File: src/rtl/dram_cycle_scheduler.sv
// dram_cycle_scheduler: RAS/CAS sequencer for the FastRAM DRAM array.
// Arbitrates decoded CPU accesses against CAS-before-RAS refresh with a
// refresh-debt counter; refresh is forced once the debt saturates.
// Ports:
//   CLK, RESET                  clock, synchronous active-high reset
//   ACC_REQ, ACC_UDS, ACC_LDS   decoded RAM cycle and data strobes
//   RAS, UCAS, LCAS, MUX_COL    DRAM strobes and row/column mux select
//   ACC_ACK                     access is in its column phase
//   REF_BUSY                    refresh (incl. its precharge) in progress
//   DEBT, OVERRUN               refreshes owed, sticky lost-refresh flag
module dram_cycle_scheduler #(
    parameter int REFRESH_INTERVAL = 110,
    parameter int MAX_DEBT         = 8,
    parameter int TRP              = 2
) (
    input  logic       CLK,
    input  logic       RESET,
    input  logic       ACC_REQ,
    input  logic       ACC_UDS,
    input  logic       ACC_LDS,
    output logic       RAS,
    output logic       UCAS,
    output logic       LCAS,
    output logic       MUX_COL,
    output logic       ACC_ACK,
    output logic       REF_BUSY,
    output logic [3:0] DEBT,
    output logic       OVERRUN
);

    localparam int TW = $clog2(REFRESH_INTERVAL + 1);

    typedef enum logic [2:0] {
        IDLE, REF_CAS, REF_RAS1, REF_RAS2, PRECHG, ACC_ROW, ACC_COL
    } state_t;

    state_t          state_q, state_d;
    logic [TW-1:0]   timer_q;
    logic [2:0]      prc_q;
    logic            wrap, dec;
    logic            ras_d, ucas_d, lcas_d, mux_d, ack_d, busy_d;

    assign wrap = (timer_q == TW'(REFRESH_INTERVAL - 1));

    always_comb begin
        state_d = state_q;
        dec     = 1'b0;
        case (state_q)
            IDLE: begin
                if (DEBT == 4'(MAX_DEBT))
                    state_d = REF_CAS;
                else if (ACC_REQ)
                    state_d = ACC_ROW;
                else if (DEBT != 4'd0)
                    state_d = REF_CAS;
            end
            REF_CAS:  state_d = REF_RAS1;
            REF_RAS1: state_d = REF_RAS2;
            REF_RAS2: begin
                state_d = PRECHG;
                dec     = 1'b1;
            end
            PRECHG: begin
                if (prc_q == 3'(TRP - 1))
                    state_d = IDLE;
            end
            ACC_ROW:  state_d = ACC_COL;
            ACC_COL: begin
                if (!ACC_REQ)
                    state_d = PRECHG;
            end
            default:  state_d = IDLE;
        endcase
    end

    // Outputs are decoded from the next state and registered.
    always_comb begin
        ras_d  = 1'b0;
        ucas_d = 1'b0;
        lcas_d = 1'b0;
        mux_d  = 1'b0;
        ack_d  = 1'b0;
        busy_d = 1'b0;
        case (state_d)
            REF_CAS: begin
                ucas_d = 1'b1;
                lcas_d = 1'b1;
                busy_d = 1'b1;
            end
            REF_RAS1, REF_RAS2: begin
                ras_d  = 1'b1;
                ucas_d = 1'b1;
                lcas_d = 1'b1;
                busy_d = 1'b1;
            end
            // Precharge only counts as refresh when a refresh led into it.
            PRECHG: begin
                busy_d = (state_q == PRECHG) ? REF_BUSY
                                             : (state_q == REF_RAS2);
            end
            ACC_ROW: ras_d = 1'b1;
            // CAS latches on the first sampled strobe; an access that
            // dropped during the row phase gets a CAS-less column clock.
            ACC_COL: begin
                ras_d  = 1'b1;
                mux_d  = 1'b1;
                ack_d  = 1'b1;
                ucas_d = ACC_REQ &
                         (ACC_UDS | ((state_q == ACC_COL) & UCAS));
                lcas_d = ACC_REQ &
                         (ACC_LDS | ((state_q == ACC_COL) & LCAS));
            end
            default: ;
        endcase
    end

    always_ff @(posedge CLK) begin
        if (RESET) begin
            state_q  <= IDLE;
            timer_q  <= '0;
            prc_q    <= '0;
            DEBT     <= '0;
            OVERRUN  <= 1'b0;
            RAS      <= 1'b0;
            UCAS     <= 1'b0;
            LCAS     <= 1'b0;
            MUX_COL  <= 1'b0;
            ACC_ACK  <= 1'b0;
            REF_BUSY <= 1'b0;
        end else begin
            state_q  <= state_d;
            timer_q  <= wrap ? '0 : timer_q + 1'b1;
            prc_q    <= (state_q == PRECHG) ? prc_q + 3'd1 : 3'd0;
            RAS      <= ras_d;
            UCAS     <= ucas_d;
            LCAS     <= lcas_d;
            MUX_COL  <= mux_d;
            ACC_ACK  <= ack_d;
            REF_BUSY <= busy_d;
            // A wrap coinciding with a completed refresh cancels out.
            if (wrap && !dec) begin
                if (DEBT == 4'(MAX_DEBT))
                    OVERRUN <= 1'b1;
                else
                    DEBT <= DEBT + 4'd1;
            end else if (dec && !wrap) begin
                DEBT <= DEBT - 4'd1;
            end
        end
    end

endmodule

File: config.mk
export PLATFORM = sky130hd
export DESIGN_NAME = dram_cycle_scheduler
export DESIGN_NICKNAME = d
export VERILOG_FILES = /design/src/rtl/dram_cycle_scheduler.sv
export SDC_FILE = /design/constraint.sdc
export NUM_CORES = 1
export LEC_CHECK = 0
export CAP_MARGIN = 20
export CORE_AREA = 4 4 53 50
export DETAILED_ROUTE_END_ITERATION = 8
export DIE_AREA = 0 0 57 54
export PLACE_DENSITY = 0.82
export SKIP_CTS_REPAIR_TIMING = 1
export SYNTH_ARGS = -nofsm -noshare
export SYNTH_HDL_FRONTEND = slang
export SYNTH_SLANG_ARGS = --single-unit
File: constraint.sdc
create_clock -name CLK -period 3.8 [get_ports CLK]
set_clock_uncertainty 0.2 [all_clocks]
set_input_delay 0.57 -clock CLK [delete_from_list [all_inputs] [get_ports CLK]]
set_output_delay 0.57 -clock CLK [all_outputs]
set_load 0.005 [all_outputs]
==> results.json, run 1 <==
{
  "antenna_cells_inserted": 0,
  "cts_inserted_buffers": 3,
  "htree_levels": 1,
  "fin_setup_tns_ns": 0,
  "setup_repair_after_global_routing_missed_its_margin": "false",
  "netlist_instances": 121,
  "reg2reg_depth": 9,
  "cp-start-kind": "flop",
  "number_of_enable_flip_flop_cells_after_synthesis": 0,
  "mean_instance_size_in_the_synthesized_netlist_um2": 9.503,
  "core-area_mm2": 0.002122,
  "critPathRequiredTime_ns": 3.81,
  "finalWirelength_um": 2177,
  "critical-path-slowest-cell": "sky130_fd_sc_hd__dfxtp_1",
  "tritoncts": "done",
  "ys_top_cells_by_area": "sky130_fd_sc_hd__dfxtp_1 (40%), sky130_fd_sc_hd__ha_1 (6.5%), sky130_fd_sc_hd__nor2_1 (6.5%), sky130_fd_sc_hd__xnor2_1 (3.0%), sky130_fd_sc_hd__xor2_1 (3.0%)",
  "global_route.overflow_total": 0,
  "timing.critical_path.fanout_max": 5,
  "layout_worst_path_cycle_share": 0.6968,
  "timing.critical_path.slowest_cell_delay_ns": 0.42,
  "ys_dominant_reg_cell": "sky130_fd_sc_hd__dfxtp_1",
  "max_clock_freq_mhz": 377.7,
  "p_per_area_mw_per_mm2": 384.7,
  "grt_pass1_vias": 852,
  "synth-seq-area-share": 0.4004,
  "final_critical_path_setup_slack_ns": 1.152,
  "worstHoldEndpoint": "OVERRUN",
  "globalplace.congestion": 0.8519,
  "clkSlewWorstSetupHoldPaths_ns": 0.12,
  "ioPinCount": 16,
  "slew_violations": 0,
  "netlist.area_leader.share": 0.4004,
  "max_cap_viol_count": 0,
  "initial_utilization": 0.5419,
  "reg2reg_from": "timer_q[0]",
  "fin_util": 0.6256,
  "post_drt_wl_per_cell_um": 13.52,
  "timing.hold.worst_path_depth": 2,
  "netlist-cell-type-count": 41,
  "cts.sink_count": 23,
  "areaGrowthSynthToFinish_pct": 15.45,
  "ctsRootBufferMaster": "sky130_fd_sc_hd__clkbuf_4",
  "totalPowerFinal_uw": 510.8,
  "cp_data_arrival_time_ns": 2.65,
  "dieWidth_um": 57,
  "design.final.nets": 147,
  "hold_path.class": "flop to flop",
  "grt_first_pass_wirelength_um": 3767,
  "synthArstFlopShare": 0,
  "ant_nets": 0,
  "final.hold.worst_slack_ns": 0.2908,
  "report.final.hold_viol_count": 0,
  "detail_route.iter0.violations": 23,
  "cpLargestDelayFamily": "simple AND/OR/NAND/NOR gates",
  "die_height_um": 54,
  "worst-setup-path-type": "flop to flop",
  "leakage_power_of_the_design_uw": 0.0005041,
  "place_ws_ns": 1.171,
  "synth.most_common_cell": "sky130_fd_sc_hd__dfxtp_1",
  "cts-root-to-sink-buffers": 2,
  "timing.slew.headroom": 0.6502,
  "clock_latency_ns": 0.30,
  "antenna_found_initial": 0,
  "fp-row-count": 16,
  "hold_path_startpoint": "OVERRUN",
  "io_buffer_count": 15,
  "drive_above_1_share": 0.09701,
  "dr.pass1.iters": 4,
  "worst_ir_drop_vdd_v": 0.0002890,
  "crit_path_cell_trace": "ha_1 -> and4b_1 -> nand3_1 -> ha_1 -> a21o_1 -> a21oi_1 -> nor3_1 -> a21oi_1 -> mux2_2",
  "post_synth_most_frequent_cells": "sky130_fd_sc_hd__dfxtp_1 (23), sky130_fd_sc_hd__nor2_1 (20), sky130_fd_sc_hd__a21oi_1 (6), sky130_fd_sc_hd__ha_1 (6)",
  "synth.yosys.warnings": 0,
  "worst-r2r-setup-slack_ns": 1.15,
  "rr_endpoint": "DEBT[3]",
  "critical_path.n_buffers_inverters": 0,
  "global_route.usage.total": 0.1586,
  "outcome": "complete, no violations",
  "syn-cell-area_mm2": 0.001150,
  "via_per_inst": 5.584,
  "finalSetupViolations": 0,
  "cp_endpoint_kind": "flop",
  "synth_top_area_cell": "sky130_fd_sc_hd__dfxtp_1",
  "dp_hpwl_um": 1682,
  "synth.ff_latch_count": 23,
  "drcViolationCount": 0,
  "mappedNetlistNets": 133,
  "max_slew.worst_pin.slew_ns": 0.5231,
  "area_of_the_die_mm2": 0.003078,
  "grt_start_max_net_pins": 15,
  "dr_total_vias": 899,
  "period_minus_slack_ns": 2.648
}
-- cell families after synthesis --
group / Yosys count / synth area share
buffers and inverters: 10 / 0.04242
XOR/XNOR: 8 / 0.06093
flip-flops: 23 / 0.4004
adder cells (fa/ha/maj): 7 / 0.08270
AND/OR/NAND/NOR: 45 / 0.2187
multiplexers: 2 / 0.01850
AO/OA/AOI/OAI: 26 / 0.1763
-- how the worst max path moves through the flow --
stage          startpoint      end  cells past startpoint  slack [ns]
2_1_floorplan  timer_q[0]  DEBT[3]                      9        1.40
6_report       timer_q[0]  DEBT[3]                      9        1.15
5_1_grt        timer_q[0]  DEBT[3]                      9        0.97
3_5_place_dp   timer_q[0]  DEBT[3]                      9        1.17
4_1_cts        timer_q[0]  DEBT[3]                      9        1.16
3_3_place_gp   timer_q[0]  DEBT[3]                      9        1.32
-- layout make-up --
type                            count  area [um2]
Clock inverter                      1       5.005
Fill cell                         189       794.5
Clock buffer                        3       22.52
Sequential cell                    23       460.4
Multi-Input combinational cell     88       640.6
Tap cell                           27       33.78
Inverter                            4       15.01
Timing Repair Buffer               15       150.1
-- registers in the layout, summed over array words and instances (netlist names) --
name and flops:
REF_BUSY 1, timer_q 7, OVERRUN 1, LCAS 1, state_q 3, prc_q 3
ACC_ACK 1, DEBT 4, UCAS 1, RAS 1
-- tightest hold or removal path, delay by kind of cell, from the launching register on --
family | cells | cell delay (ns)
flops | 1 | 0.35
compound gates | 1 | 0.04
simple gates | 1 | 0.07
-- power by group --
part,leakage (uW),switching [uW],total (uW),internal [uW]
combinational,0.000299,54.7,117,62.6
sequential,0.000187,24.2,285,261
clock,0.0000177,69.3,109,39.3
-- stage by stage --
| step | std cells | cell area (um2) |
|---|---|---|
| 4_1_cts | 161 | 1328 |
| 2_1_floorplan | 121 | 1150 |
| 3_3_place_gp | 157 | 1300 |
| 6_report | 161 | 1328 |
| 3_5_place_dp | 157 | 1300 |
| 5_1_grt | 161 | 1328 |
-- placed cells by master, fill, tap and decap left out, drive strengths merged, types with 2 or more instances in the layout --
cell type      synthesis  routed
o21ai                  5       5
nand2b                 2       2
nor2                  20      20
nand2                  5       5
ha                     6       6
xor2                   4       4
a221oi                 2       2
nand3                  3       3
a21o                   2       2
nor3                   2       2
clkbuf                 1       3
dfxtp                 23      23
xnor2                  4       4
o31ai                  2       2
nor2b                  2       2
o21a                   2       2
nand3b                 2       2
o21bai                 2       2
a21oi                  6       6
nand4                  2       2
inv                    4       4
and2                   2       2
clkdlybuf4s50          0      15
-- per-layer routing --
metal / vias to the layer above / part of all wire / GRT usage
met1: 414 / 0.43 / 0.1765
met2: 34 / 0.49 / 0.2909
met3: 4 / 0.075 / 0.04077
li1: 447 / - / -
met4: 0 / 0.0096 / 0.06564
met5: - / 0 / 0
Note: power is estimated with default switching activity, not from simulation.
==> run 2: changes to the inputs <==
Settings changed: CORE_AREA 4 4 53 50 to 4 4 55 52, DIE_AREA 0 0 57 54 to 0 0 59 56, PLACE_DENSITY 0.82 to 0.76.
Clock period 3.8 ns to 2.5 ns, I/O delays scaled along.
==> results.json, run 2 (synthesis results as in run 1) <==
{
  "cts_inserted_buffers": 3,
  "ioPinCount": 16,
  "multiInputGateArea_um2": 658.1,
  "finalWirelength_um": 2243,
  "design.final.nets": 156,
  "clkSlewWorstSetupHoldPaths_ns": 0.12,
  "dieWidth_um": 59,
  "clock_latency_ns": 0.31,
  "slew_violations": 0,
  "max_slew.worst_pin.slew_ns": 0.5312,
  "drive_above_1_share": 0.1748,
  "leakage_power_of_the_design_uw": 0.0005471,
  "sequential_standard_cell_area_um2": 461.7,
  "max_clock_freq_mhz": 425.9,
  "report.final.hold_viol_count": 0,
  "areaGrowthSynthToFinish_pct": 22.96,
  "finish.instance_area_mm2": 0.001414,
  "core-area_mm2": 0.002340,
  "cell_internal_pwr_uw": 566.3,
  "timing.hold.worst_path_depth": 1,
  "die_height_um": 56,
  "outcome": "complete, no violations",
  "power.net_switching_uw": 233.2,
  "cp-start-kind": "flop",
  "largest-register": "timer_q",
  "commonest_non_fill_non_tap_cell_in_the_layout": "sky130_fd_sc_hd__dfxtp_1",
  "rr_endpoint": "DEBT[3]",
  "critPathRequiredTime_ns": 2.52,
  "antenna_cells_inserted": 0,
  "switching_share": 0.2917,
  "reg2reg_from": "timer_q[1]",
  "largest_register_ff_count": 7,
  "io_buffer_count": 15,
  "drcViolationCount": 0,
  "layout_worst_path_cycle_share": 0.9393,
  "cp_data_arrival_time_ns": 2.37,
  "cts-root-to-sink-buffers": 2,
  "final.hold.worst_slack_ns": 0.2671,
  "worst_ir_drop_vdd_v": 0.0004580,
  "share_clk_of_total_power": 0.216,
  "via_per_inst": 5.433,
  "cp-endpoint": "DEBT[3]",
  "htree_levels": 1,
  "power.sequential.fraction": 0.528,
  "tritoncts": "done",
  "power.share.combinational": 0.256,
  "finalSetupViolations": 0,
  "dr.pass1.iters": 4,
  "final_cell_mix": "sky130_fd_sc_hd__dfxtp_1 (22), sky130_fd_sc_hd__nor2_1 (20), sky130_fd_sc_hd__clkdlybuf4s50_1 (15)",
  "placed_cell_areas_mm2": 0.001354,
  "worst-r2r-setup-slack_ns": 0.15,
  "hold_path.class": "flop to flop",
  "grt_pass1_vias": 880,
  "global_route.overflow_total": 0,
  "timing.critical_path.fanout_max": 4,
  "period_minus_slack_ns": 2.348,
  "post_drt_wl_per_cell_um": 13.12,
  "globalplace.congestion": 0.8481,
  "dp_hpwl_um": 1701,
  "ant_nets": 0,
  "grt_start_max_net_pins": 15,
  "cp_endpoint_kind": "flop",
  "fin_setup_tns_ns": 0,
  "dr_total_vias": 929,
  "antenna_found_initial": 0,
  "nFillCells": 197,
  "worst_setup_path_startpoint": "timer_q[1]",
  "grt_first_pass_wirelength_um": 3795,
  "initial_utilization": 0.4914,
  "cts.sink_count": 23,
  "final_critical_path_setup_slack_ns": 0.1519,
  "p_per_area_mw_per_mm2": 565.5,
  "fp-row-count": 17,
  "place_ws_ns": 0.02755,
  "reg2reg_depth": 10,
  "largest_registers": "timer_q (7), DEBT (4)",
  "detail_route.iter0.violations": 28,
  "global_route.usage.total": 0.1489,
  "max_cap_viol_count": 0,
  "ctsRootBufferMaster": "sky130_fd_sc_hd__clkbuf_4",
  "area_of_the_die_mm2": 0.003304,
  "worst-setup-path-type": "flop to flop",
  "timing.slew.headroom": 0.6448
}
## run 2: worst max-delay path, stage by stage (launching register included)
cell and delay [ns]:
sky130_fd_sc_hd__dfxtp_2 0.35, sky130_fd_sc_hd__inv_1 0.06, sky130_fd_sc_hd__ha_1 0.14, sky130_fd_sc_hd__and4b_2 0.27, sky130_fd_sc_hd__nand3_4 0.10, sky130_fd_sc_hd__ha_1 0.28, sky130_fd_sc_hd__a21o_1 0.19, sky130_fd_sc_hd__a21oi_2 0.14
sky130_fd_sc_hd__nor3_1 0.06, sky130_fd_sc_hd__a21oi_1 0.14, sky130_fd_sc_hd__mux2_2 0.34
## run 2: area by class of cell
class | count | area share
multi-input cells | 88 | 0.4655
flip-flops and latches | 23 | 0.3265
well taps | 28 | 0.02478
clock buffers | 4 | 0.01858
inverters | 4 | 0.01062
repair buffers | 24 | 0.1540
## run 2: stage by stage
stage,std cells,power [uW],util
after global routing,171,846.0,0.6043
after floorplan,121,557.9,-
after CTS,169,803.6,0.5898
after global placement,165,622.9,0.5786
after detailed placement,165,630.6,0.5786
final,171,799.5,0.6043
## run 2: how the worst min path moves through the flow
stage,end,slack (ns),start
final,prc_q[0],0.27,prc_q[0]
after CTS,prc_q[0],0.27,prc_q[0]
after floorplan,prc_q[0],0.22,prc_q[0]
after global routing,prc_q[0],0.31,prc_q[0]
after detailed placement,prc_q[0],0.25,prc_q[0]
after global placement,prc_q[0],0.23,prc_q[0]
## run 2: power by group through the flow
stage / Clock, uW / Combinational (uW) / Sequential [uW]
2_1_floorplan: 0 / 136 / 422
5_1_grt: 193 / 226 / 427
3_3_place_gp: 0 / 195 / 428
3_5_place_dp: 0 / 201 / 430
6_report: 173 / 205 / 422
4_1_cts: 180 / 202 / 421
## run 2: metal layers
layer  part of all wire  up-vias  track usage
li1                   -      466            -
met2               0.53       16       0.2508
met3              0.040        5      0.04640
met5                  0        -            0
met4              0.012        0      0.05502
met1               0.41      442       0.1728
==> run 3: changes to the inputs <==
Settings changed: CORE_AREA 4 4 55 52 to 2 2 53 50, DIE_AREA 0 0 59 56 to 0 0 55 52.
==> results.json, run 3 (synthesis results as in run 1) <==
{
  "outcome": "complete, no violations",
  "critPathMostFrequentCell": "sky130_fd_sc_hd__ha_1",
  "max_cap_viol_count": 0,
  "hold_path.class": "flop to flop",
  "grt_pass1_vias": 874,
  "ctsRootBufferMaster": "sky130_fd_sc_hd__clkbuf_4",
  "timing.slew.headroom": 0.6112,
  "io_buffer_count": 15,
  "critical_path.n_buffers_inverters": 1,
  "largest_registers": "timer_q (7), DEBT (4)",
  "crit_path_cell_trace": "inv_1 -> ha_1 -> and4b_2 -> nand3_4 -> ha_1 -> a21o_1 -> a21oi_2 -> nor3_1 -> a21oi_1 -> mux2_2",
  "clkSlewWorstSetupHoldPaths_ns": 0.13,
  "ant_nets": 0,
  "htree_levels": 1,
  "drcViolationCount": 0,
  "fp-row-count": 17,
  "worstSetupPathDepth": 10,
  "fin_util": 0.6011,
  "cts_inserted_buffers": 3,
  "fin_setup_tns_ns": 0,
  "p_per_area_mw_per_mm2": 571.8,
  "tritoncts": "done",
  "max_slew.worst_pin.slew_ns": 0.5813,
  "dieWidth_um": 55,
  "global_route.usage.total": 0.1821,
  "drive_above_1_share": 0.1690,
  "antenna_cells_inserted": 0,
  "area_of_the_die_mm2": 0.002860,
  "clock_latency_ns": 0.32,
  "detail_route.iter0.violations": 20,
  "slew_violations": 0,
  "worst_setup_path_startpoint": "timer_q[1]",
  "reg2reg_depth": 10,
  "grt_first_pass_wirelength_um": 3760,
  "globalplace.congestion": 0.7288,
  "worst-setup-path-type": "flop to flop",
  "multiInputGateArea_um2": 658.1,
  "layout.cells.non_filler": 170,
  "core-area_mm2": 0.002340,
  "final.hold.worst_slack_ns": 0.2723,
  "cts.sink_count": 23,
  "period_minus_slack_ns": 2.382,
  "finalWirelength_um": 2276,
  "cts-root-to-sink-buffers": 2,
  "die_height_um": 52,
  "timing.critical_path.slowest_cell_delay_ns": 0.36,
  "cp_endpoint_kind": "flop",
  "dr.pass1.iters": 4,
  "cp-start-kind": "flop",
  "timing.hold.worst_path_depth": 1,
  "via_per_inst": 5.447,
  "reg2reg_from": "timer_q[1]",
  "antenna_found_initial": 0,
  "largest_register_ff_count": 7,
  "ioPinCount": 16,
  "placedCellCount": 166,
  "worst_ir_drop_vdd_v": 0.0003518,
  "design.final.nets": 155,
  "finalSetupViolations": 0,
  "final_cell_mix": "sky130_fd_sc_hd__dfxtp_1 (22), sky130_fd_sc_hd__nor2_1 (20), sky130_fd_sc_hd__clkdlybuf4s50_1 (15)",
  "critical-path-slowest-cell": "sky130_fd_sc_hd__dfxtp_2",
  "max_clock_freq_mhz": 419.7,
  "largest-register": "timer_q",
  "totalPowerFinal_uw": 804.2,
  "dr_total_vias": 926,
  "layout_worst_path_cycle_share": 0.9530,
  "timing.critical_path.fanout_max": 4,
  "global_route.overflow_total": 0,
  "hold_path_startpoint": "prc_q[0]",
  "sequential_standard_cell_area_um2": 461.7,
  "nFillCells": 216,
  "initial_utilization": 0.4914,
  "grt_start_max_net_pins": 15,
  "critPathRequiredTime_ns": 2.52,
  "leakage_power_of_the_design_uw": 0.0005416,
  "dp_hpwl_um": 1720,
  "commonest_non_fill_non_tap_cell_in_the_layout": "sky130_fd_sc_hd__dfxtp_1",
  "post_drt_wl_per_cell_um": 13.39,
  "areaGrowthSynthToFinish_pct": 22.31,
  "cpLargestDelayFamily": "compound AO/OA/AOI/OAI gates",
  "report.final.hold_viol_count": 0,
  "cp_data_arrival_time_ns": 2.40
}
run 3: cell count changes in the layout (fill, tap and decap cells not counted):
cell | before | now
sky130_fd_sc_hd__buf_4 | 9 | 8
run 3: area by class of cell:
| cell class | instances | area share |
|---|---|---|
| flip-flops and latches | 23 | 0.3283 |
| repair buffers | 23 | 0.1495 |
| well taps | 28 | 0.02491 |
| clock buffers | 4 | 0.01868 |
| inverters | 4 | 0.01068 |
| multi-input cells | 88 | 0.4680 |
run 3: worst paths after layout:
check | end | slack (ns)
setup / recovery | DEBT[3] | 0.12
hold / removal | prc_q[0] | 0.27
setup reg to reg | DEBT[3] | 0.12
hold reg to reg | prc_q[0] | 0.27
run 3: through the flow:
step / setup WS (ns) / area (um2)
floorplan: 0.09540 / 1150
global placement: 0.1202 / 1361
detailed placement: 0.03653 / 1361
CTS: 0.01113 / 1388
global route: -0.004636 / 1406
finish: 0.1176 / 1406
run 3: power by group:
group / internal [uW] / leakage (uW) / total [uW] / switching, uW
clock network: 62.5 / 0.0000150 / 176 / 113
logic: 108 / 0.000339 / 211 / 102
registers: 397 / 0.000188 / 418 / 21.4
total: 567 / 0.000542 / 804 / 237
run 3: per-layer routing:
layer  up-vias  global-route usage  routed length, um
li1        468                   -                  -
met1       433              0.2313                981
met2        21              0.2937               1189
met3         4             0.04310                 84
met4         0             0.06911                 21
met5         -                   0                  0
